`src/rtl/param_serializer.sv`:
```
// Parallel-to-serial shifter for the UART TX path: one bit per ser_en tick, optional parity slot.
// ser_done marks the LAST cycle, in which a new word can be loaded so frames run back-to-back.
module param_serializer #(
  parameter int DATA_W     = 8,
  parameter int MSB_FIRST  = 0,
  parameter int PARITY_EN  = 0,
  parameter int PARITY_ODD = 0
) (
  input  logic              clk,
  input  logic              rst,
  input  logic [DATA_W-1:0] in_data,
  input  logic              in_valid,
  output logic              in_ready,
  input  logic              ser_en,
  output logic              ser_out,
  output logic              ser_done,
  output logic              busy,
  output logic              par_bit
);

  localparam int N  = DATA_W + ((PARITY_EN != 0) ? 1 : 0);
  localparam int CW = $clog2(N + 1);
  localparam logic [CW-1:0] LAST_SLOT   = CW'(N - 1);
  localparam logic [CW-1:0] PARITY_SLOT = CW'(DATA_W);

  typedef enum logic [1:0] {
    S_IDLE,
    S_SHIFT,
    S_LAST
  } state_t;

  state_t            state_q, state_d;
  logic [CW-1:0]     cnt_q, cnt_d;
  logic [DATA_W-1:0] shreg_q, shreg_d;
  logic              ser_out_q, ser_out_d;
  logic              par_bit_q, par_bit_d;
  logic              accept;

  assign in_ready = (state_q != S_SHIFT);
  assign busy     = (state_q != S_IDLE);
  assign ser_done = (state_q == S_LAST);
  assign ser_out  = ser_out_q;
  assign par_bit  = par_bit_q;
  assign accept   = in_valid && in_ready;

  always_comb begin
    state_d   = state_q;
    cnt_d     = cnt_q;
    shreg_d   = shreg_q;
    ser_out_d = ser_out_q;
    par_bit_d = par_bit_q;

    case (state_q)
      S_SHIFT: begin
        if (ser_en) begin
          // The parity slot follows the data bits; the shift register is already drained by then.
          if ((PARITY_EN != 0) && (cnt_q == PARITY_SLOT)) begin
            ser_out_d = par_bit_q;
          end else if (MSB_FIRST != 0) begin
            ser_out_d = shreg_q[DATA_W-1];
            shreg_d   = shreg_q << 1;
          end else begin
            ser_out_d = shreg_q[0];
            shreg_d   = shreg_q >> 1;
          end
          if (cnt_q == LAST_SLOT) begin
            state_d = S_LAST;
            cnt_d   = '0;
          end else begin
            cnt_d = cnt_q + CW'(1);
          end
        end
      end
      S_LAST: begin
        if (!accept) begin
          state_d   = S_IDLE;
          ser_out_d = 1'b0;
        end
      end
      default: state_d = S_IDLE;
    endcase

    if (accept) begin
      state_d   = S_SHIFT;
      cnt_d     = '0;
      shreg_d   = in_data;
      ser_out_d = 1'b0;
      par_bit_d = (^in_data) ^ (PARITY_ODD != 0);
    end
  end

  always_ff @(posedge clk) begin
    if (rst) begin
      state_q   <= S_IDLE;
      cnt_q     <= '0;
      shreg_q   <= '0;
      ser_out_q <= 1'b0;
      par_bit_q <= 1'b0;
    end else begin
      state_q   <= state_d;
      cnt_q     <= cnt_d;
      shreg_q   <= shreg_d;
      ser_out_q <= ser_out_d;
      par_bit_q <= par_bit_d;
    end
  end

endmodule

```
`config.mk`:
```
export PLATFORM = sky130hd
export DESIGN_NAME = param_serializer
export DESIGN_NICKNAME = d
export VERILOG_FILES = /design/src/rtl/param_serializer.sv
export SDC_FILE = /design/constraint.sdc
export NUM_CORES = 1
export LEC_CHECK = 0
export ABC_AREA = 1
export CAP_MARGIN = 15
export CORE_MARGIN = 5
export CORE_UTILIZATION = 65
export DETAILED_ROUTE_END_ITERATION = 16
export DONT_BUFFER_PORTS = 1
export GPL_TIMING_DRIVEN = 0
export PLACE_DENSITY_LB_ADDON = 0.1
export RECOVER_POWER = 50
export SKIP_CTS_REPAIR_TIMING = 1
export SLEW_MARGIN = 5
export SYNTH_ARGS = -nofsm -noshare
export SYNTH_HDL_FRONTEND = slang
export SYNTH_SLANG_ARGS = --single-unit
```
`constraint.sdc`:
```
create_clock -name clk -period 3.27 [get_ports clk]
set_input_delay 0.8175 -clock clk [delete_from_list [all_inputs] [get_ports clk]]
set_output_delay 0.8175 -clock clk [all_outputs]
set_load 0.02 [all_outputs]
```
==> results of run 1 <==
[where the power goes]
group / total, W / internal [W] / switching [W]
clock network: 0.000126 / 0.0000676 / 0.0000587
registers: 0.000217 / 0.000207 / 0.00000960
logic: 0.0000806 / 0.0000314 / 0.0000491
[stage by stage]
stage          cell area, um^2   util  power [W]  std cells  worst slack (ps)
5_1_grt                   1010  0.679   0.000452        161               851
3_3_place_gp              1030  0.692   0.000309        157              1680
3_5_place_dp              1030  0.692   0.000313        157              1660
2_1_floorplan             1010      -   0.000299        141              1740
6_report                  1010  0.679   0.000424        161              1090
4_1_cts                   1070  0.716   0.000439        161              1460
[cell usage after synthesis (2+ instances only)]
master	count
nand2_1	42
dfxtp_1	16
inv_1	14
a21oi_1	11
o21ai_0	8
nand3_1	7
nor2_1	7
o21ai_2	6
nand2_4	4
xnor2_1	3
a21oi_2	2
buf_2	2
inv_2	2
or2_2	2
xor2_1	2
[metal layers]
metal	share of wire	vias up	GRT usage
met5	0	-	0
met4	0.016	0	0.0655
met3	0.034	2	0.0122
met2	0.52	11	0.296
met1	0.43	364	0.179
li1	-	454	-
[layout make-up]
class,instances,area (um^2),share of cell area
Buffer,4,28.8,0.0285
Tap cell,16,20.0,0.0198
Inverter,18,70.1,0.0693
Clock buffer,4,36.3,0.0359
Multi-Input combinational cell,103,536,0.530
Sequential cell,16,320,0.317
[flip-flops by register name (all words and copies together), names as in the netlist]
name,count
cnt_q,4
par_bit,1
shreg_q,8
ser_out,1
state_q,2
[cell families after synthesis]
| logic type | after synthesis | synth area share |
|---|---|---|
| and+or+nand+nor | 67 | 0.321 |
| AOI/OAI and AO/OA | 30 | 0.188 |
| buffers and inverters | 22 | 0.118 |
| DFF | 16 | 0.317 |
| xor gates and xnor gates | 5 | 0.0434 |
| adders and majority gates | 1 | 0.0124 |
[critical path: stages (launching register included)]
cell        delay (ps)
dfxtp_1            370
nand2_1            250
nor2_1             460
clkinvlp_2         310
clkbuf_1           320
o21ai_0            300
a21oi_2             40
[worst paths after layout]
check / startpoint / endpoint / slack (ps) / cells past startpoint
max: state_q[0] / ser_out / 1090 / 6
min: shreg_q[6] / shreg_q[6] / 500 / 2
max reg2reg: state_q[0] / ser_out / 1090 / 6
min reg2reg: shreg_q[6] / shreg_q[6] / 500 / 2
==> impl_metrics.toml, run 1 <==
[synthesis]
synthFlopType = "dfxtp_1"
netlist.area_leader.share = 0.317
netlist.top_cell.by_area = "dfxtp_1"
mappedNetlistArea_um2 = 1010
synth.avg_cell_area_um2 = 7.16
yosys-top-cells-area = "dfxtp_1 (32%), nand2_1 (16%), a21oi_1 (5.5%)"
yosys_warnings = 0
ys_ff_latch = 16
syn_nets = 154
synth_edf_count = 0
ys_async_sr_fraction = 0
ys_seq_area_frac = 0.317
netlist_instances = 141
netlist-cell-type-count = 28

[timing]
hold_violations = 0
maxSlewHeadroom = 0.620
period_needed_ps = 2180
worstMarginPinSlew_ps = 570
max_freq_ghz = 0.458
setup_viol = 0
hold_slack_ps = 503
slew_violations = 0
rsz0062_at_grt = "false"
tns_ps = 0
period_share = 0.667
fin_skew_ps = 4.37

[final_layout]
antennaDiodeCount = 0
area_growth_pct = 0.124
drive_above_1_share = 0.166
fin_nets = 159
layout_common_cells = "nand2_1 (44), dfxtp_1 (16), inv_1 (14)"
n_fill_cell = 137
final_common_cell = "nand2_1"

[drt]
drt_first_iter_violations = 7
route.vias.total = 831
drc = 0
routed_via_density = 5.16
wl_um = 1780
wl_per_cell_um = 11.1
route.antenna.remaining_nets = 0
drtPass1Iterations = 3

[clocking]
numCtsBuffers = 3
cts_sinks = 16
cts_root_buffer = "clkbuf_4"
htreeDepth = 1
clkLatencyLatePin_ps = 270
clockBufferDepth = 2
cts_tree = "yes"
path_clk_slew_ps = 90

[die]
die_y_um = 49.4
die_width_um = 49.4
initial_core_util = 0.678
die_area_um2 = 2440
pin_count = 17
rows = 14
core_um2 = 1490

[run_status]
outcome = "finished, final reports clean"

[place]
gp_congestion = 0.780
port_buffers = 0
dpl.hpwl_um = 1460

[global_routing]
grt_pass1_wl_um = 3170
grt_max_degree = 11
grt_pass1_vias = 786
overflow = 0
antenna_found_initial = 0
track_usage = 0.158

[setup_path]
start_kind = "flip-flop"
crit_required_ps = 3420
criticalPathCategory = "reg -> reg"
crit_fanout = 10
endpoint_kind = "flip-flop"
cp.arrival_ps = 2330

[power_and_ir_drop]
power_density_nw_per_um2 = 419
leakagePower_nw = 0.475
vdd_drop_max_mv = 0.238

[job]
maxCapViolCount = 0

[hold_path]
hp-class = "reg -> reg"
Note: power is estimated with default switching activity, not from simulation.
==> inputs of run 2 (changes only) <==
- CORE_ASPECT_RATIO: not set -> 0.75
- CORE_UTILIZATION: 65 -> 55
- clock period: 3.27 -> 1.9 ns (I/O delays scaled with it)
==> impl_metrics.toml, run 2 (same netlist as run 1, synthesis figures left out) <==
[job]
maxCapViolCount = 0

[drt]
routed_via_density = 5.03
wl_um = 1890
drt_first_iter_violations = 23
route.antenna.remaining_nets = 0
drtPass1Iterations = 4
wl_per_cell_um = 11.3
drc = 0
route.vias.total = 840

[power_and_ir_drop]
power_density_nw_per_um2 = 717
leakagePower_nw = 0.492
p_total_w = 0.000752
vdd_drop_max_mv = 0.570

[global_routing]
grt_pass1_wl_um = 3480
grt_max_degree = 11
overflow = 0
antenna_found_initial = 0
grt_pass1_vias = 811
track_usage = 0.165

[die]
die_area_um2 = 2800
initial_core_util = 0.580
core_um2 = 1740
pin_count = 17
rows = 13
die_y_um = 47.1
die_width_um = 59.5

[timing]
setup_viol = 0
period_share = 0.826
fin_skew_ps = 2.75
hold_violations = 0
slew_violations = 0
maxSlewHeadroom = 0.610
tns_ps = 0
max_freq_ghz = 0.637
rsz0062_at_grt = "false"
worstMarginPinSlew_ps = 582
period_needed_ps = 1570

[run_status]
outcome = "finished, final reports clean"

[final_layout]
fin_nets = 159
fin_cells = 167
drive_above_1_share = 0.172
top_regs = "shreg_q (8), cnt_q (4), state_q (2)"
area_growth_pct = 3.84
layout_common_cells = "nand2_1 (42), dfxtp_1 (16), inv_1 (15)"
largest_reg_flops = 8
final_common_cell = "nand2_1"
regMostFlops = "shreg_q"
antennaDiodeCount = 0

[clocking]
cts_tree = "yes"
clockBufferDepth = 2
path_clk_slew_ps = 90
numCtsBuffers = 3
clkLatencyLatePin_ps = 290
htreeDepth = 1
cts_sinks = 16
cts_root_buffer = "clkbuf_4"

[setup_path]
crit_required_ps = 2080
endpoint_kind = "flip-flop"
criticalPathCategory = "reg -> reg"
start_kind = "flip-flop"
crit_fanout = 10
cp.arrival_ps = 1750

[hold_path]
hp-class = "in -> reg"

[place]
gp_congestion = 0.758
dpl.hpwl_um = 1550
port_buffers = 0
dp.cells = 163
run 2: final timing paths:
path	from	end	slack, ps	cells past startpoint
max	state_q[0]	shreg_q[3]	330	6
min	rst	state_q[0]	240	1
max reg2reg	state_q[0]	shreg_q[3]	330	6
min reg2reg	cnt_q[1]	cnt_q[1]	490	2
run 2: cell type report:
cell class | count | area (um^2)
plain buffers | 4 | 45.0
clock buffers | 4 | 36.3
fillers | 165 | 692
inverters | 18 | 73.8
multi-input cells | 103 | 546
flip-flops and latches | 16 | 320
well taps | 22 | 27.5
run 2: critical path, stage by stage (launching register included):
cell and delay [ps]:
dfxtp_1 410, nand2_4 120, nor2_1 470, inv_6 90, buf_12 170, o21ai_2 120, a21oi_1 80
run 2: metal layers:
metal,vias up,part of all wire,global-route usage
li1,454,-,-
met1,366,0.49,0.215
met2,20,0.44,0.268
met3,0,0.073,0.0549
met4,0,0,0.0407
met5,-,0,0
run 2: stage by stage:
stage / setup slack, ps / hold WS (ps) / util / instance area (um^2)
3_3_place_gp: 640 / 478 / 0.596 / 1040
2_1_floorplan: 713 / 454 / - / 1010
3_5_place_dp: 633 / 480 / 0.596 / 1040
6_report: 330 / 240 / 0.602 / 1050
4_1_cts: 407 / 223 / 0.617 / 1070
5_1_grt: 236 / 225 / 0.602 / 1050
run 2: report_power, final:
group          switching [W]  internal, W  total [W]  leakage (nW)
registers          0.0000166     0.000357   0.000373         0.131
logic              0.0000910    0.0000612   0.000152         0.340
clock network       0.000110     0.000117   0.000226        0.0210
